### config.mk
export PLATFORM = sky130hd
export DESIGN_NAME = aq32_sram_arb_flat
export DESIGN_NICKNAME = d
export VERILOG_FILES = /design/src/rtl/aq32_sram_arb_if.sv /design/src/rtl/aq32_sram_arb.sv /design/src/flat_wrapper.sv
export SDC_FILE = /design/constraint.sdc
export NUM_CORES = 1
export LEC_CHECK = 0
export CAP_MARGIN = 40
export CORE_MARGIN = 5
export CORE_UTILIZATION = 47
export DETAILED_ROUTE_END_ITERATION = 8
export MAX_ROUTING_LAYER = met4
export PLACE_DENSITY = 0.8
export SETUP_SLACK_MARGIN = 0.05
export SLEW_MARGIN = 20
export SYNTH_ARGS = -nofsm -noshare
export SYNTH_HDL_FRONTEND = slang
export SYNTH_SLANG_ARGS = --single-unit
### constraint.sdc
create_clock -name clk -period 8.15 [get_ports clk]
set_input_delay 2.445 -clock clk [delete_from_list [all_inputs] [get_ports clk]]
set_output_delay 2.445 -clock clk [all_outputs]
set_load 0.05 [all_outputs]
### src/rtl/aq32_sram_arb_if.sv
// aq32_sram_arb_if: CPU word port, DMA byte port and external SRAM/ebus pins
// of the AQ32 SRAM arbiter grouped into one bundle.
// slave  : the arbiter itself.
// master : the surrounding fabric (requesters, SRAM pins, Z80 bus acknowledge).
interface aq32_sram_arb_if;
    // CPU word port
    logic [18:0] m0_addr;
    logic [31:0] m0_wrdata;
    logic [3:0]  m0_bytesel;
    logic        m0_wren;
    logic        m0_strobe;
    logic        m0_wait;
    logic [31:0] m0_rddata;
    // DMA byte port
    logic [18:0] m1_addr;
    logic [7:0]  m1_wrdata;
    logic        m1_wren;
    logic        m1_strobe;
    logic        m1_wait;
    logic [7:0]  m1_rddata;
    // SRAM / ebus side
    logic [18:0] sram_a;
    logic [7:0]  sram_wrdata;
    logic        sram_wrdata_oe;
    logic [7:0]  sram_rddata;
    logic        bus_en;
    logic        ram_ce_n;
    logic        rd_n;
    logic        ram_we_n;
    logic        busreq_n;
    logic        busack_n;

    modport slave (
        input  m0_addr, m0_wrdata, m0_bytesel, m0_wren, m0_strobe,
        output m0_wait, m0_rddata,
        input  m1_addr, m1_wrdata, m1_wren, m1_strobe,
        output m1_wait, m1_rddata,
        output sram_a, sram_wrdata, sram_wrdata_oe,
        input  sram_rddata,
        output bus_en, ram_ce_n, rd_n, ram_we_n, busreq_n,
        input  busack_n
    );

    modport master (
        output m0_addr, m0_wrdata, m0_bytesel, m0_wren, m0_strobe,
        input  m0_wait, m0_rddata,
        output m1_addr, m1_wrdata, m1_wren, m1_strobe,
        input  m1_wait, m1_rddata,
        input  sram_a, sram_wrdata, sram_wrdata_oe,
        output sram_rddata,
        input  bus_en, ram_ce_n, rd_n, ram_we_n, busreq_n,
        output busack_n
    );
endinterface

### src/rtl/aq32_sram_arb.sv
// aq32_sram_arb: shares the external 512 KB x8 asynchronous SRAM between the
// AQ32 CPU word port (m0) and the ESP32 DMA byte port (m1). CPU words are split
// into byte cycles SETUP -> STROBE (STROBE_CYCLES) -> RECOVER, then one DONE
// cycle completes the request. Ties are round-robin, m0 first after reset.
// Optional build macro EBUS_Z80_BUSREQ_EN: request the Z80 bus via busreq_n
// and wait in ACQ for the synchronized busack_n before touching the SRAM.
module aq32_sram_arb #(
    parameter int STROBE_CYCLES = 2
) (
    input logic            clk,
    input logic            reset,
    aq32_sram_arb_if.slave bus
);
    typedef enum logic [2:0] {
        S_IDLE, S_ACQ, S_SETUP, S_STROBE, S_RECOVER, S_DONE
    } state_t;

`ifdef EBUS_Z80_BUSREQ_EN
    localparam bit USE_ACQ = 1'b1;
`else
    localparam bit USE_ACQ = 1'b0;
`endif

    state_t      state_q;
    logic        owner_q;        // port being served: 0 = m0, 1 = m1
    logic        last_q;         // port served last; loses the next tie
    logic        wr_q;           // current transaction is a write
    logic [3:0]  rem_q;          // bytes still to be accessed
    logic [1:0]  idx_q;          // byte lane of the access in flight
    logic [3:0]  cnt_q;          // remaining STROBE cycles minus one
    logic [31:0] rdbuf_q;        // read bytes collected before completion
    logic [18:0] sram_a_q;
    logic [7:0]  sram_wrdata_q;
    logic        sram_oe_q;
    logic        ram_ce_n_q;
    logic        rd_n_q;
    logic        ram_we_n_q;
    logic        bus_en_q;
    logic        busreq_n_q;
    logic [31:0] m0_rddata_q;
    logic [7:0]  m1_rddata_q;

    logic        bus_held_d;
    logic        req_any_d;
    logic        grant_m1_d;
    logic        wren_d;
    logic [3:0]  mask_d;
    logic        src_owner_d;
    logic        src_wr_d;
    logic [3:0]  src_mask_d;
    logic [1:0]  nxt_idx_d;
    logic [18:0] nxt_addr_d;
    logic [7:0]  nxt_wdata_d;
    logic        launch_d;

    // Lowest pending byte lane; bytes are always accessed in ascending order.
    function automatic logic [1:0] first_set(input logic [3:0] m);
        if (m[0])      return 2'd0;
        else if (m[1]) return 2'd1;
        else if (m[2]) return 2'd2;
        else           return 2'd3;
    endfunction

`ifdef EBUS_Z80_BUSREQ_EN
    logic [1:0] ack_sync_q;

    // Two-flop synchronizer for the asynchronous Z80 bus acknowledge.
    always_ff @(posedge clk or posedge reset) begin
        if (reset) ack_sync_q <= 2'b11;
        else       ack_sync_q <= {ack_sync_q[0], bus.busack_n};
    end
    assign bus_held_d = !ack_sync_q[1];
`else
    logic unused_busack;
    assign unused_busack = bus.busack_n;
    assign bus_held_d    = 1'b1;
`endif

    logic unused_addr_lsb;
    assign unused_addr_lsb = ^bus.m0_addr[1:0];

    // Arbitration: a single requester wins; on a tie the last-served port loses.
    assign req_any_d  = bus.m0_strobe || bus.m1_strobe;
    assign grant_m1_d = bus.m1_strobe && (!bus.m0_strobe || !last_q);
    assign wren_d     = grant_m1_d ? bus.m1_wren : bus.m0_wren;
    assign mask_d     = grant_m1_d ? 4'b0001 : (bus.m0_wren ? bus.m0_bytesel : 4'b1111);

    // Next byte to launch comes from the live request in IDLE, else from the
    // registered transaction; request fields are held stable while waiting.
    assign src_owner_d = (state_q == S_IDLE) ? grant_m1_d : owner_q;
    assign src_wr_d    = (state_q == S_IDLE) ? wren_d     : wr_q;
    assign src_mask_d  = (state_q == S_IDLE) ? mask_d     : rem_q;
    assign nxt_idx_d   = first_set(src_mask_d);
    assign nxt_addr_d  = src_owner_d ? bus.m1_addr : {bus.m0_addr[18:2], nxt_idx_d};
    assign nxt_wdata_d = src_owner_d ? bus.m1_wrdata : bus.m0_wrdata[{nxt_idx_d, 3'b000} +: 8];

    // Decide whether a byte cycle starts (enters SETUP) at the next edge.
    always_comb begin
        launch_d = 1'b0;
        case (state_q)
            S_IDLE:    launch_d = !USE_ACQ && req_any_d && (mask_d != 4'b0000);
            S_ACQ:     launch_d = bus_held_d;
            S_RECOVER: launch_d = (rem_q != 4'b0000);
            default:   launch_d = 1'b0;
        endcase
    end

    // Sequencer FSM with registered SRAM strobes, address and read data.
    always_ff @(posedge clk or posedge reset) begin
        if (reset) begin
            state_q       <= S_IDLE;
            owner_q       <= 1'b0;
            last_q        <= 1'b1;
            wr_q          <= 1'b0;
            rem_q         <= 4'b0000;
            idx_q         <= 2'd0;
            cnt_q         <= 4'd0;
            rdbuf_q       <= 32'h0;
            sram_a_q      <= 19'h0;
            sram_wrdata_q <= 8'h0;
            sram_oe_q     <= 1'b0;
            ram_ce_n_q    <= 1'b1;
            rd_n_q        <= 1'b1;
            ram_we_n_q    <= 1'b1;
            bus_en_q      <= 1'b0;
            busreq_n_q    <= 1'b1;
            m0_rddata_q   <= 32'h0;
            m1_rddata_q   <= 8'h0;
        end else begin
            if (!USE_ACQ) bus_en_q <= 1'b1;
            case (state_q)
                S_IDLE: begin
                    if (req_any_d) begin
                        owner_q <= grant_m1_d;
                        last_q  <= grant_m1_d;
                        wr_q    <= wren_d;
                        rem_q   <= mask_d;
                        if (mask_d == 4'b0000) begin
                            state_q <= S_DONE;
                        end else if (USE_ACQ) begin
                            busreq_n_q <= 1'b0;
                            state_q    <= S_ACQ;
                        end
                    end else if (USE_ACQ) begin
                        busreq_n_q <= 1'b1;
                        bus_en_q   <= 1'b0;
                    end
                end
                S_ACQ: begin
                    // leave only through launch_d once the bus is held
                end
                S_SETUP: begin
                    cnt_q   <= 4'(STROBE_CYCLES - 1);
                    state_q <= S_STROBE;
                    if (wr_q) ram_we_n_q <= 1'b0;
                    else      rd_n_q     <= 1'b0;
                end
                S_STROBE: begin
                    if (cnt_q == 4'd0) begin
                        if (!wr_q) rdbuf_q[{idx_q, 3'b000} +: 8] <= bus.sram_rddata;
                        rd_n_q     <= 1'b1;
                        ram_we_n_q <= 1'b1;
                        ram_ce_n_q <= 1'b1;
                        state_q    <= S_RECOVER;
                    end else begin
                        cnt_q <= cnt_q - 4'd1;
                    end
                end
                S_RECOVER: begin
                    if (rem_q == 4'b0000) begin
                        sram_oe_q <= 1'b0;
                        state_q   <= S_DONE;
                        if (!wr_q) begin
                            if (owner_q) m1_rddata_q <= rdbuf_q[7:0];
                            else         m0_rddata_q <= rdbuf_q;
                        end
                    end
                end
                S_DONE: begin
                    state_q <= S_IDLE;
                end
                default: begin
                    state_q <= S_IDLE;
                end
            endcase
            if (launch_d) begin
                sram_a_q   <= nxt_addr_d;
                if (src_wr_d) sram_wrdata_q <= nxt_wdata_d;
                sram_oe_q  <= src_wr_d;
                ram_ce_n_q <= 1'b0;
                idx_q      <= nxt_idx_d;
                rem_q      <= src_mask_d & ~(4'b0001 << nxt_idx_d);
                bus_en_q   <= 1'b1;
                state_q    <= S_SETUP;
            end
        end
    end

    assign bus.m0_wait        = bus.m0_strobe && !((state_q == S_DONE) && !owner_q);
    assign bus.m1_wait        = bus.m1_strobe && !((state_q == S_DONE) &&  owner_q);
    assign bus.m0_rddata      = m0_rddata_q;
    assign bus.m1_rddata      = m1_rddata_q;
    assign bus.sram_a         = sram_a_q;
    assign bus.sram_wrdata    = sram_wrdata_q;
    assign bus.sram_wrdata_oe = sram_oe_q;
    assign bus.ram_ce_n       = ram_ce_n_q;
    assign bus.rd_n           = rd_n_q;
    assign bus.ram_we_n       = ram_we_n_q;
    assign bus.bus_en         = bus_en_q;
    assign bus.busreq_n       = busreq_n_q;
endmodule

### src/flat_wrapper.sv
// flat-port wrapper written by rule: the top's interface ports become plain ports
module aq32_sram_arb_flat 
#(
    parameter int STROBE_CYCLES = 2
)
  (clk, reset, bus_m0_addr, bus_m0_wrdata, bus_m0_bytesel, bus_m0_wren, bus_m0_strobe, bus_m0_wait, bus_m0_rddata, bus_m1_addr, bus_m1_wrdata, bus_m1_wren, bus_m1_strobe, bus_m1_wait, bus_m1_rddata, bus_sram_a, bus_sram_wrdata, bus_sram_wrdata_oe, bus_sram_rddata, bus_bus_en, bus_ram_ce_n, bus_rd_n, bus_ram_we_n, bus_busreq_n, bus_busack_n);
  aq32_sram_arb_if bus_i ();
  input logic clk;
  input logic reset;
  input wire logic [$bits(bus_i.m0_addr)-1:0] bus_m0_addr;
  input wire logic [$bits(bus_i.m0_wrdata)-1:0] bus_m0_wrdata;
  input wire logic [$bits(bus_i.m0_bytesel)-1:0] bus_m0_bytesel;
  input wire logic [$bits(bus_i.m0_wren)-1:0] bus_m0_wren;
  input wire logic [$bits(bus_i.m0_strobe)-1:0] bus_m0_strobe;
  output wire logic [$bits(bus_i.m0_wait)-1:0] bus_m0_wait;
  output wire logic [$bits(bus_i.m0_rddata)-1:0] bus_m0_rddata;
  input wire logic [$bits(bus_i.m1_addr)-1:0] bus_m1_addr;
  input wire logic [$bits(bus_i.m1_wrdata)-1:0] bus_m1_wrdata;
  input wire logic [$bits(bus_i.m1_wren)-1:0] bus_m1_wren;
  input wire logic [$bits(bus_i.m1_strobe)-1:0] bus_m1_strobe;
  output wire logic [$bits(bus_i.m1_wait)-1:0] bus_m1_wait;
  output wire logic [$bits(bus_i.m1_rddata)-1:0] bus_m1_rddata;
  output wire logic [$bits(bus_i.sram_a)-1:0] bus_sram_a;
  output wire logic [$bits(bus_i.sram_wrdata)-1:0] bus_sram_wrdata;
  output wire logic [$bits(bus_i.sram_wrdata_oe)-1:0] bus_sram_wrdata_oe;
  input wire logic [$bits(bus_i.sram_rddata)-1:0] bus_sram_rddata;
  output wire logic [$bits(bus_i.bus_en)-1:0] bus_bus_en;
  output wire logic [$bits(bus_i.ram_ce_n)-1:0] bus_ram_ce_n;
  output wire logic [$bits(bus_i.rd_n)-1:0] bus_rd_n;
  output wire logic [$bits(bus_i.ram_we_n)-1:0] bus_ram_we_n;
  output wire logic [$bits(bus_i.busreq_n)-1:0] bus_busreq_n;
  input wire logic [$bits(bus_i.busack_n)-1:0] bus_busack_n;
  assign bus_i.m0_addr = bus_m0_addr;
  assign bus_i.m0_wrdata = bus_m0_wrdata;
  assign bus_i.m0_bytesel = bus_m0_bytesel;
  assign bus_i.m0_wren = bus_m0_wren;
  assign bus_i.m0_strobe = bus_m0_strobe;
  assign bus_m0_wait = bus_i.m0_wait;
  assign bus_m0_rddata = bus_i.m0_rddata;
  assign bus_i.m1_addr = bus_m1_addr;
  assign bus_i.m1_wrdata = bus_m1_wrdata;
  assign bus_i.m1_wren = bus_m1_wren;
  assign bus_i.m1_strobe = bus_m1_strobe;
  assign bus_m1_wait = bus_i.m1_wait;
  assign bus_m1_rddata = bus_i.m1_rddata;
  assign bus_sram_a = bus_i.sram_a;
  assign bus_sram_wrdata = bus_i.sram_wrdata;
  assign bus_sram_wrdata_oe = bus_i.sram_wrdata_oe;
  assign bus_i.sram_rddata = bus_sram_rddata;
  assign bus_bus_en = bus_i.bus_en;
  assign bus_ram_ce_n = bus_i.ram_ce_n;
  assign bus_rd_n = bus_i.rd_n;
  assign bus_ram_we_n = bus_i.ram_we_n;
  assign bus_busreq_n = bus_i.busreq_n;
  assign bus_i.busack_n = bus_busack_n;
  aq32_sram_arb #(.STROBE_CYCLES(STROBE_CYCLES)) u_core (.clk(clk), .reset(reset), .bus(bus_i));
endmodule
=== Word level (Yosys, flattened, before mapping) ===
Index checks and enable logic that the tools add are counted.
Widths: inputs -> output; s select.

* Add/sub/neg operators: 2
* Eq/ne operators: 14
* Shifts and indexed selects: 4
* Mux-type cells: 34
* Bitwise logic cells: 4
* Reduce and logical (&&, ||, !) cells: 38

{| class="wikitable"
|+ Operators by type and width
! cell !! number
|-
| $bwmux 32 || 1
|-
| $shift 8x7->32 const A || 1
|-
| $shiftx 32x6->8 || 1
|-
| $shiftx 8x7->32 || 1
|-
| $mux 4 || 7
|-
| $mux 19 || 1
|-
| $mux 3 || 5
|-
| $pmux 3 s5 || 1
|-
| $reduce_bool 2->1 || 7
|-
| $logic_not 4->1 || 3
|-
| $mux 1 || 12
|-
| $reduce_and 2->1 || 6
|-
| $ne 3x1->1 const B || 3
|-
| $reduce_and 3->1 || 3
|-
| $mux 8 || 1
|-
| $pmux 4 s2 || 1
|-
| $reduce_and 4->1 || 2
|-
| $reduce_bool 4->1 || 2
|-
| $neg 5->7 || 1
|-
| $eq 3x2->1 const B || 2
|-
| $eq 3x3->1 const B || 2
|-
| $logic_and 1x1->1 || 6
|-
| $ne 2x1->1 const B || 3
|-
| $logic_not 1->1 || 5
|-
| other kinds (14) || 19
|}

* Bits in registers: 120
* Logic and storage cells: 113

=== Longest topological paths before layout ===
* Depth in word-level cells: 12
* Gate-level depth with buffers: 9
* Depth with buffers taken out: 7

=== Least setup slack after synthesis ===
No wires, ideal clock.

* Path type: input -> output
* Start: in bus_m0_strobe
* End: out bus_m0_wait
* Arrival time: 2.844 ns
* Data required time: 5.705 ns
* Slack: 2.861 ns
* Cell stages on the path: 1
* Cell sequence: o21a_1

* Cells in the longest elaborated chain, start to end: 1

{| class="wikitable"
|+ RTL lines
! what !! line !! text
|-
| start: declaration || flat_wrapper.sv:14 || <nowiki>input wire logic [$bits(bus_i.m0_strobe)-1:0] bus_m0_strobe;</nowiki>
|-
| $logic_and 1x1->1 || aq32_sram_arb.sv:199 || <nowiki>assign bus.m0_wait = bus.m0_strobe && !((state_q == S_DONE) && !owner_q);</nowiki>
|-
| end: declaration || flat_wrapper.sv:15 || <nowiki>output wire logic [$bits(bus_i.m0_wait)-1:0] bus_m0_wait;</nowiki>
|}

Every way passes these cells.

=== Final worst setup path ===
Same ends and word-level chain as after synthesis.

==> impl_results.md <==
- Outcome: finished, final reports clean
- Cts hold-fix bufs: 0
- Max Cap Viol: 0
- Critical Path RT: 5.71 ns
- Switching part of the total power: 0.445
- Nets: 825
- Total Routed Length: 15600 um
- Power share of the clock group: 0.217
- # diodes: 0
- TNS Setup: 0 ns
- Share of layout cells above drive strength 1: 0.140
- GR Overflow Total: 0
- Die Y: 121 um
- Number of synthesized flops with an enable pin: 0
- Setup Buffers After CTS: 0
- Most frequent cells in the layout: clkdlybuf4s50_1, dfrtp_1, o21ai_0, inv_1, nand3_1
- Starting density of the core: 0.479
- Layout Utilization: 0.679
- Final period util: 0.787
- Drt drc: 0
- Power Dens Cells: 440 nW/um^2
- Count of final hold-check violations: 0
- # port buffers: 167
- Synth Warn #: 1
- First-pass GRT wire length: 25300 um
- Io pins: 172
- Multi-input logic area: 2380 sq um
- Drt pass-1 iters: 5
- Per-cell routed wire length: 17.7 um
- Ys flop type: dfrtp_1
- Internal: 1.99 mW
- Combinational group share of total power: 0.492
- Tightest Pin Transition: 0.871 ns
- Core area: 12000 sq um
- Crit path time final: 6.42 ns
- CTS Buf Count: 17
- Htree depth: 4
- Worst hold slack: 0.466 ns
- Reg area: 3010 sq um
- Post-Synthesis Cells: 556
- GRT Overall Usage: 0.225
- CTS root buffer: clkbuf_16
- Post-CTS sizing: 0
- Antenna viol nets, final: 0
- Max Freq: 0.156 GHz
- Mapped Avg Cell Area: 10.4 sq um
- Drt first-iter violations: 372
- Clock skew: 0.00732 ns
- RSZ-0062 raised after global routing: no
- Async S/R FF share, synth: 1.00
- Fin area: 8150 sq um
- Die area: 14600 sq um
- Final cell count without fillers: 881
- Clock sinks: 120
- Clock slew at reported path FFs: 0.06 ns
- Sw Pwr: 1.59 mW
- Synth Register Bits: 120
- Sequential fraction of the synthesis area: 0.523
- Cell Rows: 40
- Slew Viols, Final: 0
- Die Width: 121 um
- Clock Path Buffers: 2
- GP Congestion: 0.922
- Worst rel slew slack: 0.417
- Kind of critical path: in -> out
- CTS tree: done
- Clock latency at the later pin of the worst-skew pair: 0.40 ns
- Initial antenna violation count: 0
- Placed Area: 7490 sq um
- Leakage: 3.59 nW
- Area Overhead vs Synth: 41.7%
- Netlist Area Pre-Place: 5760 sq um
- Fin worst setup slack: 1.73 ns
- Fillcell total: 931
- # setup viols final: 0
- Maximum vdd drop: 0.270 mV
- Max FO, Critical Path: 6
- Via density: 5.46
- Hold WC Path Type: reg -> reg
- Vias in the first global route: 5059
- Net Count, Synth: 660
- Post-Place Cells: 846
- Power, Total: 3.58 mW
- Most common cell after layout, fill and taps aside: clkdlybuf4s50_1
- HPWL after detailed placement: 11300 um
- Sequential power share: 0.291
- Synth unique cells: 63
- Place WS: 1.73 ns
- Startpoint Class: primary input
- CP arrival: 3.97 ns
- Worst Setup End Kind: output port
- Vias: 4813
- Largest net degree at the start of global routing: 66
[flip-flops by register name (all words and copies together), names as in the netlist]
| signal | cells |
|---|---|
| u_core.state_q | 3 |
| u_core.bus.rd_n | 1 |
| u_core.bus.ram_ce_n | 1 |
| u_core.bus.sram_wrdata | 8 |
| u_core.bus.ram_we_n | 1 |
| u_core.owner_q | 1 |
| u_core.wr_q | 1 |
| u_core.cnt_q | 4 |
| u_core.bus.m1_rddata | 8 |
| u_core.idx_q | 2 |
| u_core.rem_q | 4 |
| u_core.last_q | 1 |
| u_core.rdbuf_q | 32 |
| u_core.bus.sram_a | 19 |
| u_core.bus.m0_rddata | 32 |
| u_core.bus.sram_wrdata_oe | 1 |
| u_core.bus.bus_en | 1 |
[layer usage]
layer / vias to the layer above / share of wire / wire [um] / global-route usage
li1: 2284 / - / - / -
met1: 2300 / 0.42 / 6470 / 0.275
met2: 205 / 0.49 / 7550 / 0.360
met3: 24 / 0.080 / 1250 / 0.0730
met4: 0 / 0.019 / 288 / 0.0694
met5: - / 0 / 0 / -
[worst max-delay path, stage by stage]
cell and delay, ns:
clkdlybuf4s50_1 0.58, o21a_1 0.15, clkdlybuf4s50_1 0.79
[cell usage after synthesis, drive strengths merged (2+ instances only)]
cell | instances | area [sq um]
nand2 | 41 | 159
o21a | 3 | 22.5
dfstp | 4 | 105
o22ai | 2 | 12.5
inv | 51 | 191
nand3b | 2 | 15.0
mux2i | 21 | 210
a221oi | 8 | 70.1
or2 | 2 | 12.5
nand3 | 45 | 225
o31ai | 9 | 67.6
buf | 19 | 139
ha | 7 | 87.6
nor2b | 10 | 62.6
clkbuf | 12 | 45.0
nor3b | 9 | 87.6
conb | 2 | 7.51
nand4 | 7 | 43.8
a21boi | 2 | 15.0
nor2 | 21 | 81.3
or4 | 2 | 18.8
a211oi | 2 | 15.0
mux2 | 32 | 360
nand2b | 3 | 18.8
o2111ai | 7 | 61.3
a21oi | 11 | 55.1
nor4 | 3 | 18.8
nor3 | 8 | 56.3
a21o | 2 | 15.0
dfrtp | 116 | 2900
o21ai | 71 | 385
or3 | 4 | 25.0
[power by group through the flow]
| stage | clock (mW) | combinational, mW | sequential [mW] |
|---|---|---|---|
| 2_1_floorplan | 0 | 0.670 | 1.54 |
| 3_3_place_gp | 0 | 1.72 | 1.03 |
| 3_5_place_dp | 0 | 1.76 | 1.05 |
| 4_1_cts | 0.787 | 1.77 | 1.05 |
| 5_1_grt | 0.817 | 1.89 | 1.08 |
| 6_report | 0.777 | 1.76 | 1.04 |
[cell type report]
cell class | instances | share of cell area
flip-flops and latches | 120 | 0.369
multi-input cells | 354 | 0.293
repair buffers | 177 | 0.216
clock buffers | 19 | 0.0556
inverters | 51 | 0.0238
well taps | 147 | 0.0226
clock inverters | 13 | 0.0207
[kinds of logic after synthesis]
kind of cell | Yosys count | synth area share
AOI/OAI and AO/OA | 126 | 0.140
muxes | 53 | 0.0991
other | 2 | 0.00130
buffers and inverters | 82 | 0.0652
adders and majority gates | 7 | 0.0152
and+or+nand+nor | 164 | 0.154
xor gates and xnor gates | 2 | 0.00304
DFF | 120 | 0.523
[final timing paths]
kind,start,to,slack (ns),cells past startpoint
worst max-delay path,bus_m0_strobe,bus_m0_wait,1.73,3
worst min-delay path,u_core.bus.ram_we_n$_DFFE_PP1P_,u_core.bus.ram_we_n$_DFFE_PP1P_,0.47,2
worst max register to register,u_core.state_q[2]$_DFFE_PP0P_,u_core.bus.sram_wrdata[7]$_DFFE_PP0P_,5.29,7
worst min register to register,u_core.bus.ram_we_n$_DFFE_PP1P_,u_core.bus.ram_we_n$_DFFE_PP1P_,0.47,2
max in group asynchronous,reset,u_core.rdbuf_q[29]$_DFFE_PP0P_,4.69,4
min in group asynchronous,reset,u_core.bus.sram_a[14]$_DFFE_PP0P_,2.49,2
(Power assumes the default switching activity.)
